## config.mk

```make
export PLATFORM = sky130hd
export DESIGN_NAME = if_stage_flat
export DESIGN_NICKNAME = d
export VERILOG_FILES = /design/src/rtl/mips_pkg.sv /design/src/rtl/if_stage_if.sv /design/src/rtl/if_id_reg.sv /design/src/rtl/if_stage.sv /design/src/flat_wrapper.sv
export SDC_FILE = /design/constraint.sdc
export NUM_CORES = 1
export LEC_CHECK = 0
export ABC_CLOCK_PERIOD_IN_PS = 5100
export BUFFER_PORTS_ARGS = -buffer_cell sky130_fd_sc_hd__buf_4
export CAP_MARGIN = 10
export CORE_MARGIN = 3
export CORE_UTILIZATION = 50
export DETAILED_ROUTE_END_ITERATION = 8
export HOLD_SLACK_MARGIN = 0.15
export PLACE_DENSITY = 0.82
export SYNTH_ARGS = -nofsm -noshare
export SYNTH_HDL_FRONTEND = slang
export SYNTH_SLANG_ARGS = --single-unit
```

## constraint.sdc

```tcl
create_clock -name clk -period 5.1 [get_ports clk]
set_input_delay 0.51 -clock clk [delete_from_list [all_inputs] [get_ports clk]]
set_output_delay 0.51 -clock clk [all_outputs]
set_load 0.01 [all_outputs]
```

## src/rtl/mips_pkg.sv

```systemverilog
// Shared MIPS pipeline constants: next-PC source encoding, NOP word, kernel vectors,
// fetch FSM states and the bit-31-preserving PC increment.
package mips_pkg;

    localparam logic [2:0] PCSRC_SEQ = 3'b000;
    localparam logic [2:0] PCSRC_BR  = 3'b001;
    localparam logic [2:0] PCSRC_J   = 3'b010;
    localparam logic [2:0] PCSRC_JR  = 3'b011;

    localparam logic [31:0] NOP = 32'h0000_0000;

    localparam logic [31:0] RESET_PC_DEF = 32'h8000_0000;
    localparam logic [31:0] IRQ_VEC_DEF  = 32'h8000_0004;
    localparam logic [31:0] EXC_VEC_DEF  = 32'h8000_0008;

    typedef enum logic [0:0] {
        StBoot,
        StRun
    } if_state_e;

    // The increment wraps inside the low 31 bits so the kernel-mode bit is untouched.
    function automatic logic [31:0] pc_inc(input logic [31:0] pc);
        return {pc[31], pc[30:0] + 31'd4};
    endfunction

endpackage

```

## src/rtl/if_stage_if.sv

```systemverilog
// Fetch-stage signal bundle: hazard/ID controls, instruction memory and IF/ID outputs.
interface if_stage_if;
    logic        pc_write;
    logic        if_flush;
    logic        ifid_write;
    logic [2:0]  id_pcsrc;
    logic        id_branch_taken;
    logic [31:0] id_branch_target;
    logic [25:0] id_jump_index;
    logic [31:0] id_jr_target;
    logic        id_exc;
    logic        irq;
    logic [31:0] imem_addr;
    logic [31:0] imem_rdata;
    logic [31:0] pc_out;
    logic [31:0] ifid_instr;
    logic [31:0] ifid_pc_plus4;
    logic        ifid_valid;
    logic        irq_ack;
    logic [31:0] epc;

    modport master (
        output pc_write, if_flush, ifid_write, id_pcsrc, id_branch_taken, id_branch_target,
               id_jump_index, id_jr_target, id_exc, irq, imem_rdata,
        input  imem_addr, pc_out, ifid_instr, ifid_pc_plus4, ifid_valid, irq_ack, epc
    );

    modport slave (
        input  pc_write, if_flush, ifid_write, id_pcsrc, id_branch_taken, id_branch_target,
               id_jump_index, id_jr_target, id_exc, irq, imem_rdata,
        output imem_addr, pc_out, ifid_instr, ifid_pc_plus4, ifid_valid, irq_ack, epc
    );
endinterface

```

## src/rtl/if_id_reg.sv

```systemverilog
// IF/ID pipeline register: NOP load, flush (keeps PC+4 of the squashed fetch) and hold.
module if_id_reg
    import mips_pkg::*;
(
    input  logic        clk_i,
    input  logic        reset_i,
    input  logic        nop_i,
    input  logic        flush_i,
    input  logic        write_i,
    input  logic [31:0] instr_i,
    input  logic [31:0] pc_plus4_i,
    output logic [31:0] instr_o,
    output logic [31:0] pc_plus4_o,
    output logic        valid_o
);
    logic [31:0] instr_q;
    logic [31:0] pc_plus4_q;
    logic        valid_q;

    always_ff @(posedge clk_i) begin
        if (reset_i || nop_i) begin
            instr_q    <= NOP;
            pc_plus4_q <= 32'h0;
            valid_q    <= 1'b0;
        end else if (flush_i) begin
            instr_q    <= NOP;
            pc_plus4_q <= pc_plus4_i;
            valid_q    <= 1'b0;
        end else if (write_i) begin
            instr_q    <= instr_i;
            pc_plus4_q <= pc_plus4_i;
            valid_q    <= 1'b1;
        end
    end

    assign instr_o    = instr_q;
    assign pc_plus4_o = pc_plus4_q;
    assign valid_o    = valid_q;
endmodule

```

## src/rtl/if_stage.sv

```systemverilog
// MIPS fetch stage: PC register, next-PC selection with exception/interrupt redirect,
// and the IF/ID register.
module if_stage
    import mips_pkg::*;
#(
    parameter logic [31:0] RESET_PC = RESET_PC_DEF,
    parameter logic [31:0] IRQ_VEC  = IRQ_VEC_DEF,
    parameter logic [31:0] EXC_VEC  = EXC_VEC_DEF
) (
    input logic        clk,
    input logic        reset,
    if_stage_if.slave  bus
);
    if_state_e   state_q;
    logic [31:0] pc_q, pc_d;
    logic [31:0] epc_q, epc_d;
    logic        irq_pend_q;
    logic        irq_ack_q;
    logic [31:0] pc_plus4;
    logic        id_redirect;
    logic        exc_take;
    logic        irq_take;

    assign pc_plus4    = pc_inc(pc_q);
    assign id_redirect = (bus.id_pcsrc == PCSRC_BR && bus.id_branch_taken) ||
                         (bus.id_pcsrc == PCSRC_J) || (bus.id_pcsrc == PCSRC_JR);
    assign exc_take    = (state_q == StRun) && bus.id_exc && bus.pc_write;
    // Interrupts wait out kernel mode, stalls and any pending ID redirect.
    assign irq_take    = (state_q == StRun) && irq_pend_q && !pc_q[31] && bus.pc_write &&
                         !id_redirect && !bus.id_exc;

    always_comb begin
        pc_d  = pc_q;
        epc_d = epc_q;
        if (state_q == StBoot) begin
            pc_d = pc_q;
        end else if (exc_take) begin
            pc_d  = EXC_VEC;
            epc_d = bus.ifid_pc_plus4 - 32'd4;
        end else if (irq_take) begin
            pc_d  = IRQ_VEC;
            epc_d = pc_q;
        end else if (bus.pc_write) begin
            case (bus.id_pcsrc)
                PCSRC_BR: pc_d = bus.id_branch_taken ? bus.id_branch_target : pc_plus4;
                PCSRC_J:  pc_d = {pc_q[31], bus.ifid_pc_plus4[30:28], bus.id_jump_index, 2'b00};
                PCSRC_JR: pc_d = bus.id_jr_target;
                default:  pc_d = pc_plus4;
            endcase
        end
    end

    always_ff @(posedge clk) begin
        if (reset) begin
            state_q    <= StBoot;
            pc_q       <= RESET_PC;
            epc_q      <= 32'h0;
            irq_pend_q <= 1'b0;
            irq_ack_q  <= 1'b0;
        end else begin
            state_q    <= StRun;
            pc_q       <= pc_d;
            epc_q      <= epc_d;
            irq_pend_q <= (irq_pend_q && !irq_take) || bus.irq;
            irq_ack_q  <= irq_take;
        end
    end

    if_id_reg u_if_id_reg (
        .clk_i      (clk),
        .reset_i    (reset),
        .nop_i      (state_q == StBoot),
        .flush_i    (bus.if_flush || bus.id_exc || irq_take),
        .write_i    (bus.ifid_write),
        .instr_i    (bus.imem_rdata),
        .pc_plus4_i (pc_plus4),
        .instr_o    (bus.ifid_instr),
        .pc_plus4_o (bus.ifid_pc_plus4),
        .valid_o    (bus.ifid_valid)
    );

    assign bus.imem_addr = {1'b0, pc_q[30:0]};
    assign bus.pc_out    = pc_q;
    assign bus.irq_ack   = irq_ack_q;
    assign bus.epc       = epc_q;
endmodule

```

## src/flat_wrapper.sv

```systemverilog
// flat-port wrapper written by rule: the top's interface ports become plain ports
module if_stage_flat import mips_pkg::*;
#(
    parameter logic [31:0] RESET_PC = RESET_PC_DEF,
    parameter logic [31:0] IRQ_VEC  = IRQ_VEC_DEF,
    parameter logic [31:0] EXC_VEC  = EXC_VEC_DEF
)
  (clk, reset, bus_pc_write, bus_if_flush, bus_ifid_write, bus_id_pcsrc, bus_id_branch_taken, bus_id_branch_target, bus_id_jump_index, bus_id_jr_target, bus_id_exc, bus_irq, bus_imem_rdata, bus_imem_addr, bus_pc_out, bus_ifid_instr, bus_ifid_pc_plus4, bus_ifid_valid, bus_irq_ack, bus_epc);
  if_stage_if bus_i ();
  input logic clk;
  input logic reset;
  input wire logic [$bits(bus_i.pc_write)-1:0] bus_pc_write;
  input wire logic [$bits(bus_i.if_flush)-1:0] bus_if_flush;
  input wire logic [$bits(bus_i.ifid_write)-1:0] bus_ifid_write;
  input wire logic [$bits(bus_i.id_pcsrc)-1:0] bus_id_pcsrc;
  input wire logic [$bits(bus_i.id_branch_taken)-1:0] bus_id_branch_taken;
  input wire logic [$bits(bus_i.id_branch_target)-1:0] bus_id_branch_target;
  input wire logic [$bits(bus_i.id_jump_index)-1:0] bus_id_jump_index;
  input wire logic [$bits(bus_i.id_jr_target)-1:0] bus_id_jr_target;
  input wire logic [$bits(bus_i.id_exc)-1:0] bus_id_exc;
  input wire logic [$bits(bus_i.irq)-1:0] bus_irq;
  input wire logic [$bits(bus_i.imem_rdata)-1:0] bus_imem_rdata;
  output wire logic [$bits(bus_i.imem_addr)-1:0] bus_imem_addr;
  output wire logic [$bits(bus_i.pc_out)-1:0] bus_pc_out;
  output wire logic [$bits(bus_i.ifid_instr)-1:0] bus_ifid_instr;
  output wire logic [$bits(bus_i.ifid_pc_plus4)-1:0] bus_ifid_pc_plus4;
  output wire logic [$bits(bus_i.ifid_valid)-1:0] bus_ifid_valid;
  output wire logic [$bits(bus_i.irq_ack)-1:0] bus_irq_ack;
  output wire logic [$bits(bus_i.epc)-1:0] bus_epc;
  assign bus_i.pc_write = bus_pc_write;
  assign bus_i.if_flush = bus_if_flush;
  assign bus_i.ifid_write = bus_ifid_write;
  assign bus_i.id_pcsrc = bus_id_pcsrc;
  assign bus_i.id_branch_taken = bus_id_branch_taken;
  assign bus_i.id_branch_target = bus_id_branch_target;
  assign bus_i.id_jump_index = bus_id_jump_index;
  assign bus_i.id_jr_target = bus_id_jr_target;
  assign bus_i.id_exc = bus_id_exc;
  assign bus_i.irq = bus_irq;
  assign bus_i.imem_rdata = bus_imem_rdata;
  assign bus_imem_addr = bus_i.imem_addr;
  assign bus_pc_out = bus_i.pc_out;
  assign bus_ifid_instr = bus_i.ifid_instr;
  assign bus_ifid_pc_plus4 = bus_i.ifid_pc_plus4;
  assign bus_ifid_valid = bus_i.ifid_valid;
  assign bus_irq_ack = bus_i.irq_ack;
  assign bus_epc = bus_i.epc;
  if_stage #(.RESET_PC(RESET_PC), .IRQ_VEC(IRQ_VEC), .EXC_VEC(EXC_VEC)) u_core (.clk(clk), .reset(reset), .bus(bus_i));
endmodule
```

---- Word level (Yosys, flattened, before mapping) ----
Cells that the tools add are included.
operators by class
  add/sub/neg operators ................... 2
  equal/unequal tests ..................... 5
  mux-type cells .......................... 10
  bitwise logic cells ..................... 1
  reductions and logical operators ........ 27
operators with widths
  operator                                                                 count
  32-bit two-way mux                                                       8
  32-bit one-hot mux with 3 select lines                                   1
  32-bit by 3-bit subtractor with 32-bit output, second input constant     1
  31-bit by 3-bit adder with 31-bit output, second input constant          1
  1-bit logical AND                                                        9
  3-bit by 2-bit equality test with 1-bit output, second input constant    2
  1-bit logical OR                                                         6
  5-bit AND reduction                                                      1
  1-bit zero test                                                          4
  4-bit by 2-bit inequality test with 1-bit output, second input constant  1
  2-bit AND reduction                                                      2
  2-bit nonzero test                                                       2
  4-bit nonzero test                                                       1
  3-bit by 1-bit equality test with 1-bit output, second input constant    1
  3-bit by 1-bit inequality test with 1-bit output, second input constant  1
  3-bit nonzero test                                                       1
  2-bit OR reduction                                                       1
  1-bit two-way mux                                                        1
  1-bit NOT                                                                1
word-level totals
  flip-flop bits (word level) ............. 132
  input port bits ......................... 133
  output and inout port bits .............. 162
  logic and storage cells ................. 54

---- Longest topological paths before layout ----
  word-level depth ........................ 10
  mapped depth ............................ 8
  gate-level depth less buffers ........... 7

---- Cells and area by module ----
From an unflattened synthesis, not the netlist that was laid out.
second synthesis, totals
  cells, all modules ...................... 919
  area, all modules ....................... 7668.6 µm²
modules (own cells, without submodules)
  module     instances  cells an instance  area each (µm²)  sequential area each (µm²)
  if_stage   1          665                5107.4           1341.3
  if_id_reg  1          254                2561.2           1301.2

---- Least setup slack after synthesis ----
OpenSTA, ideal clock, no wires.
  path type ............................... register to register
  start point ............................. register u_core.pc_q[2], in the netlist u_core.bus.pc_out[2]
  end point ............................... register u_core.pc_q[24], in the netlist u_core.bus.pc_out[24]
  library setup time ...................... 0.120 ns
  arrival ................................. 2.122 ns
  required time ........................... 4.980 ns
  path slack .............................. 2.859 ns
  cell stages (with the launch flop) ...... 7
  path buffers ............................ 0
  period minus slack after synthesis ...... 2.241 ns
  cells stage by stage .................... dfxtp_1 ha_1 nand3_2 or4_4 nor4_4 o21ai_1 a211o_1
on the way
  word-level cells in the longest chain between the ends .. 6
RTL lines
  what                                        RTL line        RTL
  start, declared                             if_stage.sv:15  logic [31:0] pc_q, pc_d;
  start signal, assigned                      if_stage.sv:62  pc_q <= pc_d;
  31-bit by 3-bit adder with 31-bit output *  mips_pkg.sv:23  return {pc[31], pc[30:0] + 31'd4};
  32-bit two-way mux                          if_stage.sv:45  PCSRC_BR: pc_d = bus.id_branch_taken ? bus.id_branch_target : pc_plus4;
  32-bit one-hot mux with 3 select lines *    if_stage.sv:44  case (bus.id_pcsrc)
  32-bit two-way mux *                        if_stage.sv:43  end else if (bus.pc_write) begin
  32-bit two-way mux *                        if_stage.sv:40  end else if (irq_take) begin
  32-bit two-way mux *                        if_stage.sv:37  end else if (exc_take) begin
Mark *: on every way between the ends. The rest lies on a longest branch, timed or not. The select of a mux whose other input is x is not followed.
A chain may end at the register's enable or synchronous reset.

---- Final worst setup path ----
Ends and elaborated chain as after synthesis.

==> impl_metrics.toml <==
[clock_network]
cts-buffers-inserted = 17
hold_buffers = 0
postCtsResizedCells = 0
clockBufferDepth = 2
clock-sinks = 132
cts_tree = "built"
path_clk_slew_ps = 60
insertion_delay_ps = 420
clk_root_buffer_cell = "clkbuf_16"
cts_setup_buffers = 0
cts.htree.levels = 4

[timing]
relSlewSlack = 0.324
rsz0062_at_grt = "no"
finalClockSkew_ps = 7.21
setup_viol = 0
period_minus_slack_ps = 2630
final.setup.tns_ps = 0
finalHoldViolCount = 0
max_freq_mhz = 380
slew_viol_final = 0
worstMarginPinSlew_ps = 1010
fin_crit_sh = 0.516
holdWs_ps = 330

[critical_path]
arrival_ps = 2940
critPathCaptureType = "flip-flop"
cp_max_fo = 9
worst-setup-path-type = "flip-flop to flip-flop"
setup.worst_path.start_class = "flip-flop"
required_ps = 5410

[global_routing]
grt_pass1_wl_mm = 40.0
gr-total-overflow = 0
antenna_found_initial = 0
grt_pass1_vias = 7315
gr-usage-all-layers = 0.316
grt_max_degree = 49

[synthesis]
syn_nets = 1002
syn_area_per_cell_sq_um = 8.45
synth_edf_count = 0
ys_types = 67
synthTopCellsByArea = "dfxtp_1 36%, mux2i_1 8.6%, nor2_1 5.5%"
netlist_area_sq_mm = 0.00732
ys.flop_type = "dfxtp_1"
ys_ff_latch = 132
synth_common_cells = "132 x dfxtp_1, 108 x nor2_1, 63 x mux2i_1"
ys_seq_area_frac = 0.361
yosys_warnings = 0
synth_top_area_share = 0.361
postSynthCellCount = 867
synth-async-reset-ratio = 0
synth_most_common_cell = "dfxtp_1"
synth_area_leader_cell = "dfxtp_1"

[power]
p_total_uw = 2700
power_density_mw_per_mm2 = 272
p_leak_uw = 0.00433
max-vdd-ir-drop_mv = 0.272

[floorplanning]
num_rows = 43
coreArea_sq_mm = 0.0141
start_util = 0.520
io_pins = 295
fp.dieW_um = 127
die_y_um = 127
die-area_sq_mm = 0.0161

[final_layout]
diodes = 0
multiInputGateArea_sq_mm = 0.00417
nFillCells = 1174
syn2layout_area_growth_pct = 35.7
fin_nets = 1226
fin_area_sq_mm = 0.00994
drive_above_1_share = 0.332
regArea_sq_mm = 0.00264

[routing]
drc = 0
wirelength_mm = 26.6
postRouteAntennaNets = 0
vias_per_cell = 6.10
vias = 7833
drtIter0Drc = 728
dr.pass1.iters = 5
wire_per_inst_um = 20.7

[place]
place_congestion = 0.921
numPortBuffers = 293
place_area_sq_mm = 0.00933
place_hpwl_mm = 19.8

[worst_hold_path]
hp-class = "input port to flip-flop"

[status]
outcome = "finished, final reports clean"

[job]
cap_violations = 0
==> report_power, final <==
group,switching (uW),internal [uW]
sequential,32.1,1060
combinational,205,197
clock,454,755
total,692,2010
==> cell type report <==
type,count,share of cell area
multi-input combinational,629,0.419
sequential,132,0.266
timing repair buffer,302,0.230
clock buffer,23,0.0481
tap,180,0.0227
clock inverter,9,0.0103
inverter,9,0.00340
==> final timing paths <==
check                            start                       endpoint  slack, ps  depth (start not counted)
hold / removal       bus_imem_rdata[7]  u_core.u_if_id_reg.instr_o[7]        330                          3
hold reg to reg      u_core.bus.epc[4]              u_core.bus.epc[4]        460                          2
setup / recovery  u_core.bus.pc_out[2]          u_core.bus.pc_out[24]       2470                          6
setup reg to reg  u_core.bus.pc_out[2]          u_core.bus.pc_out[24]       2470                          6
==> critical path: stages (launching register included) <==
cell and delay [ps]:
dfxtp_1 530, ha_1 370, nand3_2 190, or4_4 660, nor4_4 340, o21ai_1 130
a211o_1 300
==> layout by cell type, fill, tap and decap left out, types with 18 or more instances in the layout <==
| cell type | n |
|---|---|
| nor3_1 | 28 |
| buf_4 | 301 |
| dfxtp_1 | 132 |
| nand3_1 | 18 |
| o21ai_0 | 51 |
| nor2_1 | 107 |
| nand2_1 | 59 |
| a21oi_1 | 51 |
| mux2i_1 | 63 |
| xnor2_1 | 35 |
==> sequential cells by signal, indices dropped and copies added (netlist names) <==
name	count
u_core.irq_pend_q	1
u_core.u_if_id_reg.pc_plus4_o	32
u_core.state_q	1
u_core.bus.epc	32
u_core.u_if_id_reg.valid_o	1
u_core.bus.irq_ack	1
u_core.bus.pc_out	32
u_core.u_if_id_reg.instr_o	32
==> per-layer routing <==
| metal | share of wire | wire (um) | vias up | global-route usage |
|---|---|---|---|---|
| li1 | - | - | 3601 | - |
| met1 | 0.38 | 10100 | 3666 | 0.390 |
| met2 | 0.47 | 12600 | 502 | 0.528 |
| met3 | 0.11 | 3020 | 64 | 0.0803 |
| met4 | 0.031 | 819 | 0 | 0.127 |
| met5 | 0 | 0 | - | 0 |
==> cell families (layout without fill, tap and decap cells) <==
group / after synthesis / count (layout) / share of synthesized area
flops: 132 / 132 / 0.361
xor+xnor: 43 / 43 / 0.0514
fa+ha+maj: 2 / 2 / 0.00342
compound gates: 220 / 220 / 0.200
mux: 68 / 68 / 0.0938
simple gates: 295 / 295 / 0.215
buf+inv: 106 / 343 / 0.0750
other cells: 1 / 1 / 0.000512
==> through the flow <==
| step | utilization | worst slack, ps | instances |
|---|---|---|---|
| 2_1_floorplan | - | 2860 | 867 |
| 3_5_place_dp | 0.662 | 2220 | 1251 |
| 5_1_grt | 0.705 | 2330 | 1284 |
| 3_3_place_gp | 0.662 | 2320 | 1251 |
| 6_report | 0.705 | 2470 | 1284 |
| 4_1_cts | 0.703 | 2520 | 1283 |
Power figures use the tool's default switching activity.
